`src/rtl/data_path_mc.sv`:
```
// data_path_mc: multi-cycle CPU data path sequencing fetch/exec/mem/writeback over handshaked memories
module data_path_mc #(
  parameter int DATA_W   = 16,
  parameter int PC_W     = 8,
  parameter int DADDR_W  = 9,
  parameter int REG_AW   = 3,
  parameter int RESET_PC = 0
) (
  input  logic               clk,
  input  logic               rst_n,
  output logic               imem_req,
  output logic [PC_W-1:0]    imem_addr,
  input  logic               imem_ready,
  input  logic [15:0]        imem_rdata,
  output logic               dmem_req,
  output logic               dmem_we,
  output logic [DADDR_W-1:0] dmem_addr,
  output logic [DATA_W-1:0]  dmem_wdata,
  input  logic [DATA_W-1:0]  dmem_rdata,
  input  logic               dmem_ready,
  input  logic               resume,
  output logic               halted,
  output logic               retire,
  output logic [PC_W-1:0]    pc
);
  localparam logic [2:0] S_FETCH = 3'd0, S_EXEC = 3'd1, S_MEM = 3'd2, S_WB = 3'd3, S_HALT = 3'd4;
  logic [2:0] r_state;
  logic r_run, r_wen;
  logic [PC_W-1:0] r_pc, r_tgt;
  logic [15:0] r_ir;
  logic [DATA_W-1:0] r_res;
  logic [DATA_W-1:0] r_regs [2**REG_AW];
  logic [3:0] w_op;
  logic [REG_AW-1:0] w_rd, w_rs;
  logic [DATA_W-1:0] w_a, w_b, w_simm, w_alu;
  logic [PC_W-1:0] w_pc1, w_tgt;
  assign w_op = r_ir[15:12];
  assign w_rd = r_ir[9 +: REG_AW];
  assign w_rs = r_ir[6 +: REG_AW];
  assign w_a = r_regs[w_rd];
  assign w_b = r_regs[w_rs];
  assign w_simm = DATA_W'($signed(r_ir[8:0]));
  assign w_pc1 = r_pc + PC_W'(1);
  always_comb
    w_alu = w_op == 4'd0 ? w_a + w_b :
            w_op == 4'd1 ? w_a + w_simm :
            w_op == 4'd2 ? w_a - w_b :
            w_op == 4'd3 ? w_a & w_b :
            w_op == 4'd4 ? w_a | w_b : w_a << r_ir[3:0];
  assign w_tgt = w_op == 4'd8 ? PC_W'(r_ir[8:0]) :
                 (w_op == 4'd9 && w_a[DATA_W-1]) ? r_pc + PC_W'($signed(r_ir[8:0])) : w_pc1;
  assign imem_req = r_run && r_state == S_FETCH;
  assign imem_addr = r_pc;
  assign dmem_req = r_state == S_MEM;
  assign dmem_we = dmem_req && w_op == 4'd7;
  assign dmem_addr = r_ir[DADDR_W-1:0];
  assign dmem_wdata = w_a;
  assign halted = r_state == S_HALT;
  assign retire = r_state == S_WB || (halted && resume);
  assign pc = r_pc;
  always_ff @(posedge clk)
    if (!rst_n) begin
      r_state <= S_FETCH;
      r_run <= 1'b0;
      r_pc <= PC_W'(RESET_PC);
      r_tgt <= '0;
      r_ir <= '0;
      r_res <= '0;
      r_wen <= 1'b0;
      for (int i = 0; i < 2**REG_AW; i++) r_regs[i] <= '0;
    end else begin
      r_run <= 1'b1;
      case (r_state)
        S_FETCH: if (imem_req && imem_ready) begin
          r_ir <= imem_rdata;
          r_state <= S_EXEC;
        end
        S_EXEC: begin
          r_res <= w_alu;
          r_tgt <= w_tgt;
          r_wen <= w_op <= 4'd6;
          r_state <= (w_op == 4'd6 || w_op == 4'd7) ? S_MEM : w_op == 4'hF ? S_HALT : S_WB;
        end
        S_MEM: if (dmem_ready) begin
          if (!dmem_we) r_res <= dmem_rdata;
          r_state <= S_WB;
        end
        S_WB: begin
          if (r_wen) r_regs[w_rd] <= r_res;
          r_pc <= r_tgt;
          r_state <= S_FETCH;
        end
        S_HALT: if (resume) begin
          r_pc <= w_pc1;
          r_state <= S_FETCH;
        end
        default: r_state <= S_FETCH;
      endcase
    end
endmodule

```
`config.mk`:
```
export PLATFORM = sky130hd
export DESIGN_NAME = data_path_mc
export DESIGN_NICKNAME = d
export VERILOG_FILES = /design/src/rtl/data_path_mc.sv
export SDC_FILE = /design/constraint.sdc
export NUM_CORES = 1
export LEC_CHECK = 0
export ABC_AREA = 1
export ABC_CLOCK_PERIOD_IN_PS = 4200
export BUFFER_PORTS_ARGS = -buffer_cell sky130_fd_sc_hd__clkbuf_2
export CAP_MARGIN = 0
export CORE_MARGIN = 5
export CORE_UTILIZATION = 50
export CTS_CLUSTER_DIAMETER = 50
export DETAILED_ROUTE_END_ITERATION = 8
export GPL_TIMING_DRIVEN = 0
export PLACE_DENSITY = 0.68
export SKIP_CTS_REPAIR_TIMING = 1
export SLEW_MARGIN = 10
export SYNTH_ARGS = -nofsm -noshare
export SYNTH_HDL_FRONTEND = slang
export SYNTH_SLANG_ARGS = --single-unit
```
`constraint.sdc`:
```
create_clock -name clk -period 4.2 [get_ports clk]
set_input_delay 0.21 -clock clk [delete_from_list [all_inputs] [get_ports clk]]
set_output_delay 0.21 -clock clk [all_outputs]
set_load 0.1 [all_outputs]
```
======== After elaboration in Yosys (flattened, before gate mapping) ========
Memories as Yosys holds them, arrays and structs flattened. A register that Yosys moved wholly into a read port is not among the register bits.
Cells that the tools add are included.
storage, ports and cells
  memory bits (writable) .................. 128
  memory bits (read-only) ................. 0
  register bits after elaboration ......... 53
  bits in latches ......................... 0
  logic and storage cells ................. 81
  input port bits ......................... 37
  output and inout port bits .............. 46
  memories kept ........................... 1
operators by class
  bitwise logic cells ..................... 2
  reduce and logical (&&, ||, !) cells .... 16
  $mul .................................... 0
  add/sub/neg operators ................... 5
  shift-type cells ........................ 1
  equal/unequal tests ..................... 17
  $lt $le $gt $ge ......................... 1
  muxes and demuxes ....................... 31
  div/mod/pow operators ................... 0
memories
  name    words  width  read ports  clocked after memory_dff  wr ports  RTL line  source
  r_regs  8      16     2           2                         8         32        logic [DATA_W-1:0] r_regs [2**REG_AW];
operator list
  kind                                                                               count
  16-bit 2-to-1 mux                                                                  8
  16-bit adder                                                                       2
  16-bit case mux with 2 select lines                                                1
  3-bit 2-to-1 mux                                                                   10
  8-bit 2-to-1 mux                                                                   3
  16-bit AND                                                                         1
  16-bit OR                                                                          1
  8-bit case mux with 2 select lines                                                 1
  16-bit OR reduction                                                                1
  16-bit by 4-bit << shifter with 16-bit output                                      1
  16-bit subtractor                                                                  1
  4-bit by 3-bit == test with 1-bit output (second input constant)                   3
  4-bit == test (second input constant)                                              3
  3-bit case mux with 4 select lines                                                 1
  8-bit by 1-bit adder with 8-bit output (second input constant)                     1
  8-bit adder                                                                        1
  4-bit by 2-bit == test with 1-bit output (second input constant)                   2
  1-bit 2-to-1 mux                                                                   7
  3-bit by 2-bit == test with 1-bit output (second input constant)                   2
  3-bit AND reduction                                                                2
  1-bit logical AND                                                                  5
  4-bit by 1-bit == test with 1-bit output (second input constant)                   1
  4-bit by 3-bit less-or-equal comparator with 1-bit output (second input constant)  1
  4-bit logical NOT                                                                  1
  other kinds (8)                                                                    13

======== Logic depth before layout (Yosys ltp) ========
  depth after elaboration ................. 7
  gate-level depth with buffers ........... 27

======== Worst setup path after synthesis ========
No wires, ideal clock.
  kind .................................... register to register
  start point ............................. register r_state[2]
  end point ............................... register r_res[10]
  cell stages (with the launch flop) ...... 12
  slack ................................... -222 ps
  buffers on the path ..................... 2
  data arrival time ....................... 4,352 ps
  setup time .............................. 70 ps
  data required time ...................... 4,130 ps
  cells stage by stage .................... dfxtp_1 -> nor2_1 -> inv_1 -> nor2_2 -> inv_1 -> nor3_1 -> nor2_1 -> nand2_1 -> buf_4 -> buf_2 -> nand2_1 -> a21oi_1
on the way
  cells in the longest elaborated chain, start to end .. 4
ends and longest elaborated chain
  what                                      RTL line  source
  from (decl)                               27        logic [2:0] r_state;
  from (signal assigned)                    82        r_state <= (w_op == 4'd6 || w_op == 4'd7) ? S_MEM : w_op == 4'hF ? S_HALT : S_WB;
  3-bit by 2-bit == test with 1-bit output  54        assign dmem_req = r_state == S_MEM;
  via dmem_req                              15        output logic dmem_req,
  1-bit logical AND                         55        assign dmem_we = dmem_req && w_op == 4'd7;
  via dmem_we                               16        output logic dmem_we,
  2-bit inequality test (no source line)    -
  3-bit AND reduction (no source line)      -
  to (signal assigned)                      79        r_res <= w_alu;
  to (signal assigned)                      85        if (!dmem_we) r_res <= dmem_rdata;
  to (decl)                                 31        logic [DATA_W-1:0] r_res;
The timed path passes the listed nets, and every way through them passes these cells.
A chain may end at the register's enable or synchronous reset.

==> results.md <==
- Status: finished, final reports clean
- Synth Register Bits: between 150 and 200
- Setup_tns: 0 ns
- Global Route met1 Usage: about 47%
- # Max-Cap Violations: 0
- Slowest CP cell: dfxtp_2
- TritonCTS clock tree: built
- Clock sink count: 187
- HP Class: input port to flip-flop
- Netlist cell types: 51
- Io pins: 83
- Leakage: 7.02 nW
- Post-synth top flop: edfxtp_1
- Die W: about 180 µm
- Slowest stage delay, CP: between 0.4 and 0.5 ns
- TritonCTS buffer count: 17
- Longest Clk Path Bufs: 2
- CP Class: flip-flop to flip-flop
- Worst r2r path cells: 25
- Via-per-instance ratio: about 5.7
- RSZ-0062 raised after global routing: false
- Share of cells above drive strength 1: between 10% and 20%
- DRT Pass-1 Iters: 6
- Fin crit share: a little over nine tenths
- First-pass GRT wire length: between 70,000 and 80,000 µm
- Sequential cell area fraction in the yosys report: 35.9%
- Post-Layout Cell Count: 2,521
- WP data arrival: 4.36 ns
- Die Span Y: about 180 µm
- GP Congestion: about 1.0
- DRC: 0
- Final number of setup-violating endpoints: 0
- Syn nets: around 2.1k
- Multi-input logic area: approximately 0.0074 mm²
- VDD IR max: ~0.29 mV
- Initial Util: 50.5%
- GR Util met3: 4.66%
- Fmax achieved: about 250 MHz
- Routed vias: roughly 14k
- # port buffers: 82
- Final Max Tran Viols: 0
- Placed cell areas: roughly 0.015 mm²
- Vias in the first global route: around 13k
- PD cells: between 500 and 600 mW/mm²
- GR peak layer: met2
- CP most frequent cell: nand2_1
- Setup crit end kind: flip-flop
- EDFF count, synth: around 130
- Fin. Hold Viols: 0
- Nets: around 2.2k
- Final instance area: between 0.015 and 0.02 mm²
- Worst skew pair latency: 0.45 ns
- Final wirelength: between 50,000 and 60,000 µm
- Syn Area/Cell: roughly 7 µm²
- Tot GR Track Use: 32.0%
- Reg area: 0.00503 mm²
- CP max FO: 10
- Power Total: around 8.4 mW
- Async SR Flop Fraction: 0%
- Clk_skew: 0.0136 ns
- Synthesized area: 0.0140 mm²
- DP Wirelength: 38,900 µm
- Total congestion overflow: 0
- CTS H-tree lvls: 4
- Initial antenna violation count: 0
- WL per Instance: 20.1 µm
- WHS: between 0.01 and 0.015 ns
- Pin slew with the least headroom to its limit: between 0.8 and 0.9 ns
- Fillers: between 2k and 3k
- Req. time, crit path: approximately 4.6 ns
- Ys Warns: 0
- Largest net degree at the start of global routing: 23
- Core area: 0.0277 mm²
- Mapped Cells: 2,026
- Initial DRC count: 1,831
- Area Growth Syn to Fin: 11.5%
- Antenna cells: 0
- Placed cell count: 2,486
- Row count: slightly above 60
- CP Launch Type: flip-flop
- Met2 Usage GRT: 49.1%
- Clk slew on worst S/H paths: roughly 0.080 ns
- Die ar.: roughly 0.031 mm²
- Max_slew headroom: about 40%
- Remaining antenna violation count after routing: 0
- Clock Tree Root: clkbuf_16
- Hold Crit Depth: 3
- Fin crit period: 3.98 ns
-- layer usage --
| layer | routed length, µm | share of wire (%) |
|---|---|---|
| met3 | 5050 | 10 |
| met4 | 1490 | 2.9 |
| met1 | 21700 | 43 |
| met2 | 22400 | 44 |
| met5 | 0 | 0 |
-- final timing paths --
check        slack [ns]                  start                      to
max                0.22              flip-flop  r_res[15]$_SDFFE_PN0P_
min                0.01          imem_rdata[5]    r_ir[5]$_SDFFE_PN0P_
min reg2reg        0.47  r_res[2]$_SDFFE_PN0P_   r_res[2]$_SDFFE_PN0P_
max reg2reg        0.22              flip-flop  r_res[15]$_SDFFE_PN0P_
-- per-stage QoR --
| stage | worst slack, ns | util, % |
|---|---|---|
| floorplan | 0.379 | - |
| global placement | -0.493 | 53.7 |
| detailed placement | -0.488 | 53.7 |
| CTS | -0.518 | 56.0 |
| global route | 0.00528 | 56.3 |
| finish | 0.215 | 56.3 |
-- registers in the layout, indices dropped and copies added, names as in the netlist, named ones only --
name       flops
r_res         16
r_run          1
imem_addr      8
r_wen          1
r_regs       128
r_tgt          8
r_state        3
r_ir          16
-- layout make-up --
| class | count | area share [%] |
|---|---|---|
| Clock inverter | 15 | 1.44 |
| Timing Repair Buffer | 86 | 2.85 |
| Inverter | 263 | 6.35 |
| Sequential cell | 187 | 32.2 |
| Multi-Input combinational cell | 1461 | 47.3 |
| Clock buffer | 17 | 2.73 |
| Buffer | 114 | 4.11 |
| Tap cell | 378 | 3.03 |
-- cell families (layout without fill, tap and decap cells) --
logic type               count (synthesis)  in the layout  share of synthesized area, %
buffers and inverters                  378            495                          11.5
flip-flops                             187            187                          35.9
XOR/XNOR                                33             33                          2.07
adder cells (fa/ha/maj)                 75             75                          6.92
AND/OR/NAND/NOR                        939            939                          27.6
multiplexers                             1              1                        0.0716
AO/OA/AOI/OAI                          413            413                          15.9
-- worst max-delay path: cells and delay by family, from the launching register on --
kind	cells	cell delay, ns
buf+inv	5	0.76
compound gates	4	0.69
fa+ha+maj	1	0.44
flops	1	0.44
simple gates	14	1.41
xor+xnor	1	0.16
-- where the power goes --
group	leakage [nW]	switching [mW]	internal, mW
Clock	0.314	0.905	0.893
Sequential	1.80	0.118	2.11
Combinational	4.90	3.21	1.15
Total	7.02	4.23	4.16
-- cells in the mapped netlist (19+ instances only) --
master | instances | area, µm²
nand2_1 | 462 | 1730
inv_1 | 251 | 942
ha_1 | 71 | 888
o21ai_0 | 175 | 876
buf_4 | 23 | 173
nand3_1 | 164 | 821
buf_2 | 24 | 120
clkbuf_1 | 54 | 203
nor2_1 | 272 | 1020
xor2_1 | 20 | 175
dfxtp_1 | 59 | 1180
o211ai_1 | 19 | 143
a21oi_1 | 167 | 836
edfxtp_1 | 128 | 3840
-- placed cells by master (no fill, tap or decap), types with 5 or more instances in the layout --
master       n
nand2_1    462
nor2_1     272
inv_1      251
a21oi_1    166
nand3_1    164
o21ai_0    163
edfxtp_1   128
clkbuf_2    93
ha_1        70
dfxtp_1     57
clkbuf_1    41
buf_2       25
buf_4       25
o21ai_1     21
xor2_1      20
o211ai_1    19
clkbuf_16   17
a31oi_1     13
xnor2_1     13
buf_6        9
or2_2        9
inv_2        8
and2_1       5
a21oi_2      5
o21bai_1     5
(Power assumes the default switching activity.)
